`src/rtl/icache_set_assoc.sv`:
```
// Two-way set-associative instruction cache with LRU replacement, multi-cycle
// flush and saturating hit/miss counters. Memory returns one full line per request.
module icache_set_assoc #(
  parameter int unsigned ADDR_W         = 8,
  parameter int unsigned WORD_W         = 16,
  parameter int unsigned WORDS_PER_LINE = 4,
  parameter int unsigned SETS           = 4
) (
  input  logic                                      i_clk,
  input  logic                                      i_rst_n,
  input  logic                                      i_flush,
  input  logic                                      i_read_enable,
  input  logic [ADDR_W-1:0]                         i_address,
  output logic                                      o_read_ready,
  output logic [WORD_W-1:0]                         o_instruction,
  input  logic                                      i_memory_read_ready,
  input  logic [WORD_W*WORDS_PER_LINE-1:0]          i_memory_data,
  output logic [ADDR_W-$clog2(WORDS_PER_LINE)-1:0]  o_memory_address,
  output logic                                      o_memory_read_enable,
  output logic [15:0]                               o_hit_count,
  output logic [15:0]                               o_miss_count
);

  localparam int unsigned WB     = $clog2(WORDS_PER_LINE);
  localparam int unsigned SB     = $clog2(SETS);
  localparam int unsigned TAG_W  = ADDR_W - SB - WB;
  localparam int unsigned LINE_W = WORD_W * WORDS_PER_LINE;

  typedef enum logic [1:0] {StReady, StMiss, StFlush} state_e;

  state_e              r_state, w_state_next;
  logic [SETS-1:0]     r_valid0, r_valid1;
  logic [SETS-1:0]     r_lru;          // way to evict next when both ways are valid
  logic [LINE_W-1:0]   r_data [2][SETS];
  logic [TAG_W-1:0]    r_tag  [2][SETS];
  logic [SB-1:0]       r_flush_cnt;
  logic                r_flush_pend;   // flush seen while a fill is outstanding
  logic                r_read_ready;
  logic [WORD_W-1:0]   r_instruction;
  logic [15:0]         r_hit_count, r_miss_count;

  logic [TAG_W-1:0]    w_tag;
  logic [SB-1:0]       w_set;
  logic [WB-1:0]       w_word;
  logic                w_hit0, w_hit1, w_hit, w_victim;
  logic [LINE_W-1:0]   w_hit_line;
  logic [WORD_W-1:0]   w_hit_word, w_fill_word;
  logic                w_hit_ev, w_miss_ev, w_fill_ev;

  assign w_tag  = i_address[ADDR_W-1 -: TAG_W];
  assign w_set  = i_address[WB +: SB];
  assign w_word = i_address[WB-1:0];

  assign w_hit0     = r_valid0[w_set] && (r_tag[0][w_set] == w_tag);
  assign w_hit1     = r_valid1[w_set] && (r_tag[1][w_set] == w_tag);
  assign w_hit      = w_hit0 || w_hit1;
  // Prefer an empty way (way 0 first); otherwise evict the least recently used.
  assign w_victim   = !r_valid0[w_set] ? 1'b0 : (!r_valid1[w_set] ? 1'b1 : r_lru[w_set]);
  assign w_hit_line = w_hit1 ? r_data[1][w_set] : r_data[0][w_set];
  assign w_hit_word  = w_hit_line[int'(w_word) * WORD_W +: WORD_W];
  assign w_fill_word = i_memory_data[int'(w_word) * WORD_W +: WORD_W];

  assign o_memory_address     = i_address[ADDR_W-1:WB];
  assign o_memory_read_enable = (r_state == StMiss);
  assign o_read_ready         = r_read_ready;
  assign o_instruction        = r_instruction;
  assign o_hit_count          = r_hit_count;
  assign o_miss_count         = r_miss_count;

  // Next-state decode and per-cycle lookup/fill events.
  always_comb begin
    w_state_next = r_state;
    w_hit_ev     = 1'b0;
    w_miss_ev    = 1'b0;
    w_fill_ev    = 1'b0;
    unique case (r_state)
      StReady: begin
        if (i_flush) begin
          w_state_next = StFlush;
        end else if (i_read_enable) begin
          if (w_hit) begin
            w_hit_ev = 1'b1;
          end else begin
            w_miss_ev    = 1'b1;
            w_state_next = StMiss;
          end
        end
      end
      StMiss: begin
        if (i_memory_read_ready) begin
          w_fill_ev    = 1'b1;
          w_state_next = (r_flush_pend || i_flush) ? StFlush : StReady;
        end
      end
      StFlush: begin
        if (r_flush_cnt == SB'(SETS - 1)) w_state_next = StReady;
      end
      default: w_state_next = StReady;
    endcase
  end

  // Control state, valid/LRU bits, output registers and counters.
  always_ff @(posedge i_clk or negedge i_rst_n) begin
    if (!i_rst_n) begin
      r_state       <= StReady;
      r_valid0      <= '0;
      r_valid1      <= '0;
      r_lru         <= '0;
      r_flush_cnt   <= '0;
      r_flush_pend  <= 1'b0;
      r_read_ready  <= 1'b0;
      r_instruction <= '0;
      r_hit_count   <= '0;
      r_miss_count  <= '0;
    end else begin
      r_state      <= w_state_next;
      r_read_ready <= w_hit_ev || w_fill_ev;
      r_flush_pend <= w_fill_ev ? 1'b0 : (r_flush_pend || ((r_state == StMiss) && i_flush));
      r_flush_cnt  <= (r_state == StFlush) ? r_flush_cnt + 1'b1 : '0;
      if (w_hit_ev) begin
        r_instruction <= w_hit_word;
        r_lru[w_set]  <= ~w_hit1;
        if (r_hit_count != 16'hFFFF) r_hit_count <= r_hit_count + 16'd1;
      end
      if (w_miss_ev && (r_miss_count != 16'hFFFF)) r_miss_count <= r_miss_count + 16'd1;
      if (w_fill_ev) begin
        r_instruction <= w_fill_word;
        r_lru[w_set]  <= ~w_victim;
        if (w_victim) r_valid1[w_set] <= 1'b1;
        else          r_valid0[w_set] <= 1'b1;
      end
      if (r_state == StFlush) begin
        r_valid0[r_flush_cnt] <= 1'b0;
        r_valid1[r_flush_cnt] <= 1'b0;
        r_lru[r_flush_cnt]    <= 1'b0;
      end
    end
  end

  // Line data and tag storage; only meaningful where the valid bit is set.
  always_ff @(posedge i_clk) begin
    if (w_fill_ev) begin
      r_data[w_victim][w_set] <= i_memory_data;
      r_tag[w_victim][w_set]  <= w_tag;
    end
  end

endmodule
```
`config.mk`:
```
export PLATFORM = sky130hd
export DESIGN_NAME = icache_set_assoc
export DESIGN_NICKNAME = d
export VERILOG_FILES = /design/src/rtl/icache_set_assoc.sv
export SDC_FILE = /design/constraint.sdc
export NUM_CORES = 1
export LEC_CHECK = 0
export CELL_PAD_IN_SITES_DETAIL_PLACEMENT = 1
export CELL_PAD_IN_SITES_GLOBAL_PLACEMENT = 2
export CORE_UTILIZATION = 49
export CTS_CLUSTER_DIAMETER = 40
export DETAILED_ROUTE_END_ITERATION = 10
export PLACE_DENSITY = 0.84
export RECOVER_POWER = 25
export SKIP_LAST_GASP = 1
export SLEW_MARGIN = 15
export SYNTH_ARGS = -nofsm -noshare
export SYNTH_HDL_FRONTEND = slang
export SYNTH_SLANG_ARGS = --single-unit
```
`constraint.sdc`:
```
create_clock -name i_clk -period 16.5 [get_ports i_clk]
set_clock_uncertainty 0.1 [all_clocks]
set_input_delay 4.95 -clock i_clk [delete_from_list [all_inputs] [get_ports i_clk]]
set_output_delay 4.95 -clock i_clk [all_outputs]
set_load 0.02 [all_outputs]
```
==> results.cfg <==
[global_routing]
grt_pass1_wl_mm = 93.1
grt_antenna_before_repair = 8
grt_start_max_net_pins = 67
grt_pass1_vias = 14947
track_usage_pct = 25.3
gr-total-overflow = 0

[layout]
final_cell_mix = 544 x edfxtp_1, 137 x mux4_2, 93 x clkbuf_16, 93 x clkdlybuf4s50_1, 82 x nor2_1
drive_gt1_share_pct = 23.0
areaGrowthSynthToFinish_pct = 20.4
fin_nets = 1579
multi_input_area_um2 = 6240
design_area_um2 = 29600
fin_util_pct = 60.1
final_common_cell = edfxtp_1
fin_cells = 2239
seqCellArea_um2 = 18000
fillers = 4296

[sta]
finalHoldViolCount = 0
slew_viol_final = 67
hold_ws_ns = 0.385
timing.final.crit_share_pct = 69.4
timing.fmax_mhz = 87.4
period_needed_ns = 11.45
rsz0062_at_grt = no
setup_tns_ns = 0
slew_headroom_pct = -160
setup_violations = 0
worst_pin_slew_ns = 3.90
fin_ws_ns = 5.05

[critical_path]
critPathBufInv = 2
crit_chain = clkdlybuf4s50_1, clkdlybuf4s50_1
cp_data_arrival_time_ns = 6.40
path_delay_family = buffers and inverters
critPathLaunch = i_address[7]
required_ns = 11.45
crit_type = in2out
critPathCaptureType = primary output
slowest_stage = clkdlybuf4s50_1
r2r_start = r_state[0]
critical-path-max-stage-delay_ns = 0.74
path_common_cell = clkdlybuf4s50_1
start_kind = input port
path_max_fanout = 12

[floorplanning]
dieArea_um2 = 51100
die_w_um = 226
core-area_um2 = 49300
die_h_um = 226
rows = 81
start_util_pct = 49.9
io_pins = 133

[yosys]
syn_area_um2 = 24600
synth-seq-cells = 610
syn-mean-instance-area_um2 = 18.4
ys_seq_area_share_pct = 73.2
ys_types = 48
syn_inst = 1334
syn_nets = 1417
synth.yosys.warnings = 0

[cts]
cts_root_buf = clkbuf_16
h-tree-depth = 3
numCtsBuffers = 88
clock_latency_ns = 0.63
holdBufCountCts = 0
post-cts-setup-buffers = 0
cts_sinks = 610
cts_tree = built
ctsResizeCount = 0
clk_pin_slew_ns = 0.05
clockBufferDepth = 3

[route]
drtIter0Drc = 1052
drc = 0
dr.pass1.iters = 4
vias = 13628
wire_per_inst_um = 27.7
routed_wl_mm = 62.0
ant_nets = 0
viasPerCell = 6.09

[hold_path]
min_from = o_miss_count[6]
hold_class = reg2reg

[status]
violations = max-capacitance violations, max-slew violations
outcome = finished with violations

[place]
hpwl_mm = 32.3
port_buffers = 132
place.gp.congestion = 0.720
dp_slack_ns = 5.03
dp.cells = 2070
post_dp_cell_area_um2 = 26600

[power_and_ir_drop]
leakage_nw = 9.97
p_total_mw = 3.93
p_per_area_nw_per_um2 = 133
vdd_ir_drop_max_mv = 0.0946

[flow_run]
cap_violations = 1
==> cells by family (layout without fill, tap and decap cells) <==
group	count (synthesis)	after routing	share of synthesized area (%)
flip-flops	610	610	73.2
AND/OR/NAND/NOR	268	268	5.08
multiplexers	176	176	14.3
AO/OA/AOI/OAI	141	141	4.05
buffers and inverters	94	331	1.73
XOR/XNOR	39	39	1.39
adder cells (fa/ha/maj)	6	6	0.305
other	0	4	0
==> worst paths after layout <==
| path | to | slack (ns) | cells past startpoint |
|---|---|---|---|
| min in group asynchronous | o_hit_count[7] | 5.59 | 1 |
| max in group asynchronous | o_miss_count[14] | 8.52 | 1 |
| worst min-delay path | o_miss_count[6] | 0.39 | 1 |
| worst max register to register | r_data[0][143] | 12.38 | 6 |
| worst min register to register | o_miss_count[6] | 0.39 | 1 |
| worst max-delay path | o_memory_address[5] | 5.05 | 2 |
==> Yosys cell counts, drive strengths merged <==
master  instances  area, µm²
nor3           27        140
nor4b           1       8.76
or3            18        113
o31ai          16        165
o21bai          4       30.0
mux2           22        248
a32oi           9       78.8
edfxtp        544      16300
a22oi          16        120
o21ai          27        135
o21a           16        121
nor2b           2       12.5
o22ai           3       18.8
and3            9       56.3
o32a            7       70.1
nor2           89        334
nor3b           1       12.5
and4            3       26.3
nor4            1       6.26
a21boi          1       7.51
o32ai           2       17.5
a21oi          33        165
xor2           18        158
buf            45        241
inv             9       33.8
clkbuf         40        150
o221ai          5       50.0
nand2          61        229
nand2b          4       25.0
a211oi          1       7.51
xnor2          21        184
mux4          137       3090
mux2i          17        170
a21o            1       7.51
dfrtp          66       1650
nand4          11       68.8
nand3          32        160
ha              6       75.1
and2            9       56.3
==> power by group <==
| group | internal (mW) | leakage [nW] | switching [mW] | total, mW |
|---|---|---|---|---|
| Clock | 1.15 | 1.43 | 0.726 | 1.88 |
| Combinational | 0.128 | 2.76 | 0.170 | 0.298 |
| Sequential | 1.72 | 5.78 | 0.0324 | 1.75 |
==> layer usage <==
| metal | GRT usage (%) | vias to the layer above | part of all wire [%] |
|---|---|---|---|
| met3 | 5.04 | 135 | 6.5 |
| met1 | 32.1 | 7263 | 39 |
| met2 | 43.4 | 515 | 51 |
| met5 | 0 | - | 0.042 |
| li1 | - | 5711 | - |
| met4 | 8.69 | 4 | 2.8 |
==> registers in the layout, indices dropped and copies added, names as in the netlist, 2 cells and up <==
register       cells
r_tag             32
r_state            2
o_hit_count       16
o_instruction     16
r_flush_cnt        2
r_valid0           4
r_lru              4
r_valid1           4
r_data           512
o_miss_count      16
==> area by class of cell <==
| class | count | area share [%] |
|---|---|---|
| Sequential cell | 610 | 60.8 |
| Tap cell | 664 | 2.81 |
| Multi-Input combinational cell | 630 | 21.1 |
| Clock inverter | 64 | 2.14 |
| Timing Repair Buffer | 157 | 5.07 |
| Inverter | 9 | 0.114 |
| Clock buffer | 101 | 7.97 |
| Antenna cell | 4 | 0.0338 |
(Power assumes the default switching activity.)
